==> src/rtl/hazard_ctrl_if.sv <==
// Signal bundle between the 5-stage pipeline datapath and the hazard controller.
// The pipeline side is the master; hazard_ctrl is the slave.
interface hazard_ctrl_if;
    logic [4:0]  RsD;
    logic [4:0]  RtD;
    logic [4:0]  RsE;
    logic [4:0]  RtE;
    logic [4:0]  WriteRegE;
    logic [4:0]  WriteRegM;
    logic [4:0]  WriteRegW;
    logic        RegWriteE;
    logic        RegWriteM;
    logic        RegWriteW;
    logic        MemReadE;
    logic        MemToRegM;
    logic        BranchD;
    logic        PCSrcD;
    logic        SyscallD;
    logic        syscall_done;
    logic        StallF;
    logic        StallD;
    logic        FlushD;
    logic        FlushE;
    logic [1:0]  ForwardAE;
    logic [1:0]  ForwardBE;
    logic        ForwardAD;
    logic        ForwardBD;
    logic        syscall_go;
    logic        syscall_err;
    logic [15:0] stall_cnt;

    modport master (
        output RsD, RtD, RsE, RtE, WriteRegE, WriteRegM, WriteRegW,
               RegWriteE, RegWriteM, RegWriteW, MemReadE, MemToRegM,
               BranchD, PCSrcD, SyscallD, syscall_done,
        input  StallF, StallD, FlushD, FlushE, ForwardAE, ForwardBE,
               ForwardAD, ForwardBD, syscall_go, syscall_err, stall_cnt
    );

    modport slave (
        input  RsD, RtD, RsE, RtE, WriteRegE, WriteRegM, WriteRegW,
               RegWriteE, RegWriteM, RegWriteW, MemReadE, MemToRegM,
               BranchD, PCSrcD, SyscallD, syscall_done,
        output StallF, StallD, FlushD, FlushE, ForwardAE, ForwardBE,
               ForwardAD, ForwardBD, syscall_go, syscall_err, stall_cnt
    );
endinterface

==> src/rtl/hazard_ctrl.sv <==
// Hazard, forwarding and flush control for the 5-stage MIPS pipeline, plus the
// syscall drain / service hand-off / resume sequence.
module hazard_ctrl #(
    parameter int unsigned DRAIN_CYCLES = 3,
    parameter int unsigned SVC_TIMEOUT  = 255
) (
    input  logic         clk,
    input  logic         rst_n,
    hazard_ctrl_if.slave hz
);
    // state    | meaning
    // RUN      | normal issue; hazard stalls and taken-branch flushes
    // DRAIN    | syscall accepted, inserting bubbles
    // WAIT_SVC | pipeline empty, service logic owns the machine
    // RESUME   | one-cycle flush, then back to RUN
    typedef enum logic [1:0] {RUN, DRAIN, WAIT_SVC, RESUME} state_t;

    localparam logic [3:0] DRAIN_INIT = 4'(DRAIN_CYCLES - 1);
    localparam logic [7:0] TMO_LAST   = 8'(SVC_TIMEOUT - 1);

    state_t      state_q, state_d;
    logic [3:0]  drain_q, drain_d;
    logic [7:0]  tmo_q, tmo_d;
    logic        err_q, err_d;
    logic [15:0] cnt_q, cnt_d;

    logic        lwstall, brstall, haz;
    logic        stall, flush_d, flush_e, go;
    logic [1:0]  fwd_ae, fwd_be;
    logic        fwd_ad, fwd_bd;

    always_comb begin
        fwd_ae = 2'b00;
        if (hz.RsE != 5'd0 && hz.RegWriteM && hz.WriteRegM == hz.RsE)
            fwd_ae = 2'b10;
        else if (hz.RsE != 5'd0 && hz.RegWriteW && hz.WriteRegW == hz.RsE)
            fwd_ae = 2'b01;

        fwd_be = 2'b00;
        if (hz.RtE != 5'd0 && hz.RegWriteM && hz.WriteRegM == hz.RtE)
            fwd_be = 2'b10;
        else if (hz.RtE != 5'd0 && hz.RegWriteW && hz.WriteRegW == hz.RtE)
            fwd_be = 2'b01;

        fwd_ad = (hz.RsD != 5'd0) && hz.RegWriteM && (hz.WriteRegM == hz.RsD);
        fwd_bd = (hz.RtD != 5'd0) && hz.RegWriteM && (hz.WriteRegM == hz.RtD);
    end

    assign lwstall = hz.MemReadE && (hz.RtE != 5'd0) &&
                     ((hz.RtE == hz.RsD) || (hz.RtE == hz.RtD));

    // The branch comparator in decode needs both an ALU result still in execute
    // and a load result still in memory to have landed first.
    assign brstall = hz.BranchD &&
                     ((hz.RegWriteE && (hz.WriteRegE != 5'd0) &&
                       ((hz.WriteRegE == hz.RsD) || (hz.WriteRegE == hz.RtD))) ||
                      (hz.MemToRegM && (hz.WriteRegM != 5'd0) &&
                       ((hz.WriteRegM == hz.RsD) || (hz.WriteRegM == hz.RtD))));

    assign haz = lwstall || brstall;

    always_comb begin
        state_d = state_q;
        drain_d = drain_q;
        tmo_d   = tmo_q;
        err_d   = err_q;
        stall   = 1'b0;
        flush_d = 1'b0;
        flush_e = 1'b0;
        go      = 1'b0;
        case (state_q)
            RUN: begin
                stall   = haz;
                flush_e = haz;
                flush_d = hz.PCSrcD && !haz;
                if (hz.SyscallD && !haz) begin
                    state_d = DRAIN;
                    drain_d = DRAIN_INIT;
                end
            end
            DRAIN: begin
                stall   = 1'b1;
                flush_e = 1'b1;
                if (drain_q == 4'd0) begin
                    state_d = WAIT_SVC;
                    tmo_d   = 8'd0;
                end else begin
                    drain_d = drain_q - 4'd1;
                end
            end
            WAIT_SVC: begin
                stall   = 1'b1;
                flush_e = 1'b1;
                // tmo_q is zero only on the first WAIT_SVC cycle
                go      = (tmo_q == 8'd0);
                tmo_d   = tmo_q + 8'd1;
                if (hz.syscall_done) begin
                    state_d = RESUME;
                    err_d   = 1'b0;
                end else if (tmo_q == TMO_LAST) begin
                    state_d = RESUME;
                    err_d   = 1'b1;
                end
            end
            RESUME: begin
                flush_d = 1'b1;
                flush_e = 1'b1;
                state_d = RUN;
            end
            default: state_d = RUN;
        endcase
    end

    assign cnt_d = (hz.StallD && cnt_q != 16'hFFFF) ? cnt_q + 16'd1 : cnt_q;

    always_ff @(posedge clk) begin
        if (!rst_n) begin
            state_q <= RUN;
            drain_q <= 4'd0;
            tmo_q   <= 8'd0;
            err_q   <= 1'b0;
            cnt_q   <= 16'd0;
        end else begin
            state_q <= state_d;
            drain_q <= drain_d;
            tmo_q   <= tmo_d;
            err_q   <= err_d;
            cnt_q   <= cnt_d;
        end
    end

    assign hz.StallF      = rst_n && stall;
    assign hz.StallD      = rst_n && stall;
    assign hz.FlushD      = rst_n && flush_d;
    assign hz.FlushE      = !rst_n || flush_e;
    assign hz.ForwardAE   = rst_n ? fwd_ae : 2'b00;
    assign hz.ForwardBE   = rst_n ? fwd_be : 2'b00;
    assign hz.ForwardAD   = rst_n && fwd_ad;
    assign hz.ForwardBD   = rst_n && fwd_bd;
    assign hz.syscall_go  = rst_n && go;
    assign hz.syscall_err = err_q;
    assign hz.stall_cnt   = cnt_q;
endmodule

==> src/flat_wrapper.sv <==
// flat-port wrapper written by rule: the top's interface ports become plain ports
module hazard_ctrl_flat 
#(
    parameter int unsigned DRAIN_CYCLES = 3,
    parameter int unsigned SVC_TIMEOUT  = 255
)
  (clk, rst_n, hz_RsD, hz_RtD, hz_RsE, hz_RtE, hz_WriteRegE, hz_WriteRegM, hz_WriteRegW, hz_RegWriteE, hz_RegWriteM, hz_RegWriteW, hz_MemReadE, hz_MemToRegM, hz_BranchD, hz_PCSrcD, hz_SyscallD, hz_syscall_done, hz_StallF, hz_StallD, hz_FlushD, hz_FlushE, hz_ForwardAE, hz_ForwardBE, hz_ForwardAD, hz_ForwardBD, hz_syscall_go, hz_syscall_err, hz_stall_cnt);
  hazard_ctrl_if hz_i ();
  input  logic clk;
  input  logic rst_n;
  input wire logic [$bits(hz_i.RsD)-1:0] hz_RsD;
  input wire logic [$bits(hz_i.RtD)-1:0] hz_RtD;
  input wire logic [$bits(hz_i.RsE)-1:0] hz_RsE;
  input wire logic [$bits(hz_i.RtE)-1:0] hz_RtE;
  input wire logic [$bits(hz_i.WriteRegE)-1:0] hz_WriteRegE;
  input wire logic [$bits(hz_i.WriteRegM)-1:0] hz_WriteRegM;
  input wire logic [$bits(hz_i.WriteRegW)-1:0] hz_WriteRegW;
  input wire logic [$bits(hz_i.RegWriteE)-1:0] hz_RegWriteE;
  input wire logic [$bits(hz_i.RegWriteM)-1:0] hz_RegWriteM;
  input wire logic [$bits(hz_i.RegWriteW)-1:0] hz_RegWriteW;
  input wire logic [$bits(hz_i.MemReadE)-1:0] hz_MemReadE;
  input wire logic [$bits(hz_i.MemToRegM)-1:0] hz_MemToRegM;
  input wire logic [$bits(hz_i.BranchD)-1:0] hz_BranchD;
  input wire logic [$bits(hz_i.PCSrcD)-1:0] hz_PCSrcD;
  input wire logic [$bits(hz_i.SyscallD)-1:0] hz_SyscallD;
  input wire logic [$bits(hz_i.syscall_done)-1:0] hz_syscall_done;
  output wire logic [$bits(hz_i.StallF)-1:0] hz_StallF;
  output wire logic [$bits(hz_i.StallD)-1:0] hz_StallD;
  output wire logic [$bits(hz_i.FlushD)-1:0] hz_FlushD;
  output wire logic [$bits(hz_i.FlushE)-1:0] hz_FlushE;
  output wire logic [$bits(hz_i.ForwardAE)-1:0] hz_ForwardAE;
  output wire logic [$bits(hz_i.ForwardBE)-1:0] hz_ForwardBE;
  output wire logic [$bits(hz_i.ForwardAD)-1:0] hz_ForwardAD;
  output wire logic [$bits(hz_i.ForwardBD)-1:0] hz_ForwardBD;
  output wire logic [$bits(hz_i.syscall_go)-1:0] hz_syscall_go;
  output wire logic [$bits(hz_i.syscall_err)-1:0] hz_syscall_err;
  output wire logic [$bits(hz_i.stall_cnt)-1:0] hz_stall_cnt;
  assign hz_i.RsD = hz_RsD;
  assign hz_i.RtD = hz_RtD;
  assign hz_i.RsE = hz_RsE;
  assign hz_i.RtE = hz_RtE;
  assign hz_i.WriteRegE = hz_WriteRegE;
  assign hz_i.WriteRegM = hz_WriteRegM;
  assign hz_i.WriteRegW = hz_WriteRegW;
  assign hz_i.RegWriteE = hz_RegWriteE;
  assign hz_i.RegWriteM = hz_RegWriteM;
  assign hz_i.RegWriteW = hz_RegWriteW;
  assign hz_i.MemReadE = hz_MemReadE;
  assign hz_i.MemToRegM = hz_MemToRegM;
  assign hz_i.BranchD = hz_BranchD;
  assign hz_i.PCSrcD = hz_PCSrcD;
  assign hz_i.SyscallD = hz_SyscallD;
  assign hz_i.syscall_done = hz_syscall_done;
  assign hz_StallF = hz_i.StallF;
  assign hz_StallD = hz_i.StallD;
  assign hz_FlushD = hz_i.FlushD;
  assign hz_FlushE = hz_i.FlushE;
  assign hz_ForwardAE = hz_i.ForwardAE;
  assign hz_ForwardBE = hz_i.ForwardBE;
  assign hz_ForwardAD = hz_i.ForwardAD;
  assign hz_ForwardBD = hz_i.ForwardBD;
  assign hz_syscall_go = hz_i.syscall_go;
  assign hz_syscall_err = hz_i.syscall_err;
  assign hz_stall_cnt = hz_i.stall_cnt;
  hazard_ctrl #(.DRAIN_CYCLES(DRAIN_CYCLES), .SVC_TIMEOUT(SVC_TIMEOUT)) u_core (.clk(clk), .rst_n(rst_n), .hz(hz_i));
endmodule
==> config.mk <==
export PLATFORM = sky130hd
export DESIGN_NAME = hazard_ctrl_flat
export DESIGN_NICKNAME = d
export VERILOG_FILES = /design/src/rtl/hazard_ctrl_if.sv /design/src/rtl/hazard_ctrl.sv /design/src/flat_wrapper.sv
export SDC_FILE = /design/constraint.sdc
export NUM_CORES = 1
export LEC_CHECK = 0
export ABC_AREA = 1
export CAP_MARGIN = 20
export CORE_MARGIN = 2
export CORE_UTILIZATION = 50
export CTS_CLUSTER_DIAMETER = 30
export DETAILED_ROUTE_END_ITERATION = 16
export PLACE_DENSITY = 0.86
export SLEW_MARGIN = 20
export SYNTH_ARGS = -nofsm -noshare
export SYNTH_HDL_FRONTEND = slang
export SYNTH_SLANG_ARGS = --single-unit
==> constraint.sdc <==
create_clock -name clk -period 2.3 [get_ports clk]
set_input_delay 0.23 -clock clk [delete_from_list [all_inputs] [get_ports clk]]
set_output_delay 0.23 -clock clk [all_outputs]
set_load 0.03 [all_outputs]
# Word-level counts from Yosys, hierarchy flattened
# Index checks and enable logic that the tools add are counted.
[totals]
regBits = 31
inputBits = 46
output_inout_bits = 28
wordCells = 102
[classes]
add_sub_neg = 3
eq_ne = 19
mux = 22
reduce_logical = 53
[op_table]
columns = ["cell", "n"]
rows = [
  ["equality test 5 bit", 10],
  ["nonzero test 5 bit", 6],
  ["logical AND 1 bit", 27],
  ["adder 16 x 1 -> 16 bit, second input constant", 1],
  ["2-to-1 mux 2 bit", 8],
  ["inequality test 16 bit, second input constant", 1],
  ["case mux 8 bit (2 select lines)", 1],
  ["adder 8 x 1 -> 8 bit, second input constant", 1],
  ["equality test 8 bit, second input constant", 1],
  ["zero test 8 bit", 1],
  ["2-to-1 mux 4 bit", 2],
  ["2-to-1 mux 8 bit", 1],
  ["case mux 2 bit (4 select lines)", 1],
  ["case mux 4 bit (2 select lines)", 1],
  ["logical OR 1 bit", 6],
  ["case mux 1 bit (2 select lines)", 3],
  ["AND reduction 3 bit", 2],
  ["nonzero test 2 bit", 3],
  ["2-to-1 mux 1 bit", 5],
  ["equality test 2 bit, second input constant", 2],
  ["zero test 4 bit", 1],
  ["inequality test 2 x 1 -> 1 bit, second input constant", 2],
  ["AND reduction 2 bit", 2],
  ["subtractor 4 x 1 -> 4 bit, second input constant", 1],
  ["7 further kinds", 8],
]

# Depth between registers and ports, before layout
[depth]
depth_word = 10
depth_mapped = 17
mapped_depth_nobuf = 16

# Least setup slack after synthesis
# No wires, ideal clock.
[synth_timing]
path_kind = "input -> output"
from = "input port hz_RtE[4]"
to = "output port hz_StallF"
arrival_ns = 2.086
required_ns = 2.070
path_slack_ns = -0.016
cell_stages = 10
n_path_buf = 2
path_cell_list = "buf_2 -> xor2_1 -> nor3_1 -> nand3_1 -> nand2_1 -> nand2_1 -> nand2_4 -> nand2_4 -> a21boi_0 -> buf_4"
[synth_between]
elab_chain_cells = 6
word_cells_on_any_way = 9
classes_between = "eq/ne: 2; mux: 1; reduce/logical: 6"
[synth_rtl]
columns = ["item", "line_no", "source"]
rows = [
  ["start: declaration", "flat_wrapper.sv:14", "input wire logic [$bits(hz_i.RtE)-1:0] hz_RtE;"],
  ["equality test 5 bit / nonzero test 5 bit (equally long branches)", "hazard_ctrl.sv:50, hazard_ctrl.sv:49", ""],
  ["logical OR 1 bit / logical AND 1 bit (equally long branches)", "hazard_ctrl.sv:50, hazard_ctrl.sv:49", ""],
  ["logical AND 1 bit (*)", "hazard_ctrl.sv:49", "assign lwstall = hz.MemReadE && (hz.RtE != 5'd0) &&"],
  ["logical OR 1 bit (*)", "hazard_ctrl.sv:60", "assign haz = lwstall || brstall;"],
  ["case mux 1 bit (2 select lines) (*)", "hazard_ctrl.sv:71", "case (state_q)"],
  ["logical AND 1 bit (*)", "-", ""],
  ["end: declaration", "flat_wrapper.sv:27", "output wire logic [$bits(hz_i.StallF)-1:0] hz_StallF;"],
]
# Mark *: on every way between the ends. The rest lies on a longest branch, timed or not.

# Worst setup path in the final report
[layout_timing]
from = "input port hz_WriteRegM[4]"
to = "output port hz_StallD"
[layout_between]
elab_chain_cells = 8
word_cells_on_any_way = 11
classes_between = "eq/ne: 2; mux: 1; reduce/logical: 8"
[layout_rtl]
columns = ["item", "line_no", "source"]
rows = [
  ["start: declaration", "flat_wrapper.sv:16", "input wire logic [$bits(hz_i.WriteRegM)-1:0] hz_WriteRegM;"],
  ["equality test 5 bit / nonzero test 5 bit (equally long branches)", "hazard_ctrl.sv:58, hazard_ctrl.sv:57", ""],
  ["logical OR 1 bit / logical AND 1 bit (equally long branches)", "hazard_ctrl.sv:58, hazard_ctrl.sv:57", ""],
  ["logical AND 1 bit (*)", "hazard_ctrl.sv:57", "(hz.MemToRegM && (hz.WriteRegM != 5'd0) &&"],
  ["logical OR 1 bit (*)", "hazard_ctrl.sv:56", "((hz.WriteRegE == hz.RsD) || (hz.WriteRegE == hz.RtD))) ||"],
  ["logical AND 1 bit (*)", "hazard_ctrl.sv:54", "assign brstall = hz.BranchD &&"],
  ["logical OR 1 bit (*)", "hazard_ctrl.sv:60", ""],
  ["case mux 1 bit (2 select lines) (*)", "hazard_ctrl.sv:71", ""],
  ["logical AND 1 bit (*)", "hazard_ctrl.sv:133", "assign hz.StallD = rst_n && stall;"],
  ["end: declaration", "flat_wrapper.sv:28", "output wire logic [$bits(hz_i.StallD)-1:0] hz_StallD;"],
]
# Marked as above.

==> results.txt <==
The most used flip-flop cell after synthesis is dfxtp_1. The flow ran to the end, and the final reports show no timing, DRC or antenna violations. Max-cap violations in this run came to 0. The worst clock skew on the final layout is 0.008487 ns. The share of the core filled with cells in the final layout came out at 0.6999. The data arrival time of the critical path is a little under 2 ns. The estimated wirelength of the detail-placed design is about 6600 um. The worst-case IR drop observed on VDD is between 500 and 600 uV. Of the cells placed in the final design, the portion with a size suffix greater than 1 is 0.08808.

The number of synthesis warnings is 0. The critical path in this run is classified as in2out. Clock tree synthesis found a total of 31 sinks. The H-tree depth reported by CTS came out at 2. The number of distinct library cells after synthesis is 38. The floorplan step set the die width to about 80 um. For this configuration, the core starts out at a cell density of 0.5248. The total design power came out at approximately 2.8 mW.

The count of buffers inserted at the top-level ports is 73. The first-pass iteration count of the detailed router came out at 5. The leakage power figure is 1.926 nW. The final-report max-slew violation count is 0. The final layout contains 637 nets. For this run, the slowest stage of the critical path takes approximately 0.67 ns. In this run the worst hold path is classified as reg2reg.

The simple-gate area share of the yosys netlist is 0.4222. The slack of the critical path is 0.09820 ns. The number of primary I/O pins came out at 74. In the final timing run, aggregate negative setup slack is 0 ns. Dividing total power by cell area gives a power density of ~730 nW/um2. TritonCTS built the clock tree. The final route contains approximately 3400 vias. The total net switching power is roughly 1.3 mW. Of the total power, the share spent switching nets is 0.4502. The number of hold buffers added after CTS was 0. The worst pin sits at a relative slew slack of 0.6507. The total global routing track utilization is 0.2650. The post-synthesis compound-gate area fraction is 0.07998. The aggregate routed wire length is ~8000 um. The area added between synthesis and finish came out at 33.36%. The cell taking the most area after synthesis is dfxtp_1. The number of antenna violations at the first check in global routing came out at 0.

The wire length of the first global-routing pass is ~14000 um. The clock period minus final worst setup slack is roughly 2.2 ns. The remaining design rule violation count came out at 0. Leaving out filler cells and counting taps, the final layout contains 651. The register bit total from synthesis is 31. Counting flops with a built-in enable in the synthesized netlist gives 0. The antenna cell count came out at 0.

The final critical-path share of the clock period came out at 0.9573. By area the synthesized netlist is led by dfxtp_1, nand2_1, inv_1. For this run the aggregate overflow at the end of global routing stands at 0. The maximum root-to-sink buffer count came out at 2. For this run, the register share of the synthesized area comes to 0.2121. The final routed wire length divided by cell count is 12.50 um. Each instance of the synthesized netlist takes up on average 5.910 um2. Measured along the y axis, the die boundary spans just over 80 um. The post-synthesis share of cell area spent on xor and xnor gates is 0.07485. The post-synthesis adder-cell area fraction came out at 0.05133. The portion of total power attributed to the clock network is 0.155. The via-per-instance ratio is about 5.2. Of the post-synthesis cell area, the dominant cell type holds 0.2121. By area, the combinational part of the netlist is dominated by simple AND/OR/NAND/NOR gates. The cell type group with the largest total delay on the critical path is buffers and inverters. The routability-driven placement congestion ratio is around 0.94. For the pin with the worst max-slew slack, the measured transition is around 0.51 ns. Based on the critical path, the design can be clocked at up to between 400 and 500 MHz. The most prevalent standard cell on the critical path is nand2_1. The share of total power in combinational logic came out at 0.595.

The largest net degree at the start of global routing came out at 26. The proportion of register bits with asynchronous set or reset after synthesis came out at 0. Before CTS, the worst setup slack after placement is -0.05487 ns. The synthesized instance count is 495. The final-report setup violation count came out at 0.

The share of synthesized area spent on multiplexers came out at 0. In this run the clock root is driven by a clkbuf_8. The number of global-route vias before repair is 3249.

In this run the standard cell core region covers roughly 5600 um2. STA classifies the critical path startpoint as an input port. The critical path contains buffers and inverters numbering 2 combined. The die area is ~6500 um2. The area of the mapped netlist is just under 3000 um2. The clock latency reported for the late side of the worst-skew pair came out at 0.28 ns. After detailed placement, the design holds a cell count of ~640. The internal power of the cells totals about 1.6 mW. Clock tree synthesis inserted a total of 5 buffers. The number of nets with antenna violations after routing is 0. The number of nets produced by synthesis came out at around 550.

Data on the critical path is required at its endpoint by around 2.1 ns. Along the worst path, the maximum fanout reaches 5. Walking the worst path, the cells encountered are clkdlybuf4s50_1 -> xnor2_1 -> nand3_1 -> nand2_1 -> nand2_1 -> nand2_1 -> nand2_2 -> nand2_4 -> nand2_4 -> a21boi_4 -> buf_4. STA classifies the critical path endpoint as a primary output. Row generation in the floorplan step produced 27 rows.

The final hold violation count is 0. The final-layout fill cell count came out at slightly below 500. The iteration-0 DRC count of the detailed router is between 200 and 300.

The standard cell with the maximum stage delay on the critical path is clkdlybuf4s50_1. The share of total power dissipated in sequential elements is 0.250. The clock-pin slew reported for the worst setup and hold paths after clock tree synthesis is 0.06 ns.
## sequential cells by signal, summed over array words and instances (netlist names)
signal                 count
u_core.tmo_q               8
u_core.drain_q             4
u_core.state_q             2
u_core.hz.stall_cnt       16
u_core.hz.syscall_err      1
## what timing repair did
item	in CTS	in global routing
setup buffers	0	0
pin swaps	0	1
endpoints found under the setup margin	2	4
gates cloned	0	0
resized for setup	3	12
## metal layers
metal	track usage	wire [um]	part of all wire	vias up
met3	0.03933	490	0.060	14
met1	0.3288	3542	0.44	1518
met5	0	0	0	-
met4	0.07288	112	0.014	0
met2	0.4733	3991	0.49	124
li1	-	-	-	1730
## power groups by stage
stage               Sequential (mW)  Combinational, mW  Clock, mW
floorplan                     0.757               1.15          0
global placement              0.716               1.60          0
detailed placement            0.719               1.65          0
CTS                           0.707               1.66      0.451
global route                  0.722               1.87      0.469
finish                        0.708               1.69      0.439
## cells in the mapped netlist, types with 9 or more instances
cell / n
nand2_1: 117
inv_1: 90
nor2_1: 74
nand3_1: 32
dfxtp_1: 31
nand4_1: 24
nor3_1: 13
xnor2_1: 13
ha_1: 12
o21ai_0: 12
xor2_1: 12
a21oi_1: 11
buf_2: 9
## worst register-to-register path: stages, from the launching register on
cell and delay, ns:
dfxtp_1 0.36, inv_1 0.12, ha_1 0.25, nand4_1 0.17, o21ai_1 0.14, inv_1 0.08
nor2_1 0.16, nand3_1 0.13, nor2_1 0.14, nand2_1 0.11, nor2_1 0.13, a21oi_1 0.08
nor3_1 0.12
## cell families after synthesis
family,Yosys count
simple gates,277
buf+inv,111
compound gates,39
flops,31
xor+xnor,25
fa+ha+maj,12
## cells in the final DEF (no fill, tap or decap), drive strengths merged, types with 2 or more instances in the layout
master         Yosys  layout
xor2              12      12
o2111ai            2       2
dlygate4sd2        0       2
dlymetal6s2s       0       9
o22ai              3       3
clkdlybuf4s50      0      51
nor3b              3       3
nand3             33      33
xnor2             13      13
a21oi             11      11
nand4             24      24
nand2            121     121
buf               13      29
a211oi             2       2
nor2              75      75
nor3              13      13
nor4               7       7
o21ai             14      14
ha                12      12
clkbuf             1       6
dfxtp             31      31
inv               96      96
clkinv             1       2
## through the flow
step                      hold WS (ns)  cell area (um2)
after global routing            0.5206             3901
after detailed placement        0.4602             3779
after floorplan                 0.4137             2925
after global placement          0.4553             3779
final                           0.4693             3901
after CTS                       0.4747             3867
## cell type report
cell class              count  area [um2]  area share
well taps                  72       90.09     0.02309
repair buffers             91       887.1      0.2274
inverters                  97       364.1     0.09333
flip-flops and latches     31       620.6      0.1591
clock buffers               6       82.58     0.02117
multi-input cells         353        1852      0.4747
clock inverters             1       5.005    0.001283
## worst paths after layout
path | start | endpoint | slack [ns] | cells after the start
setup / recovery | hz_WriteRegM[4] | hz_StallD | 0.1 | 11
hold / removal | u_core.hz.syscall_err | u_core.hz.syscall_err | 0.47 | 1
setup reg to reg | u_core.state_q[1] | u_core.tmo_q[7] | 0.23 | 12
hold reg to reg | u_core.hz.syscall_err | u_core.hz.syscall_err | 0.47 | 1
No activity file was read; power rests on OpenSTA's default activity.
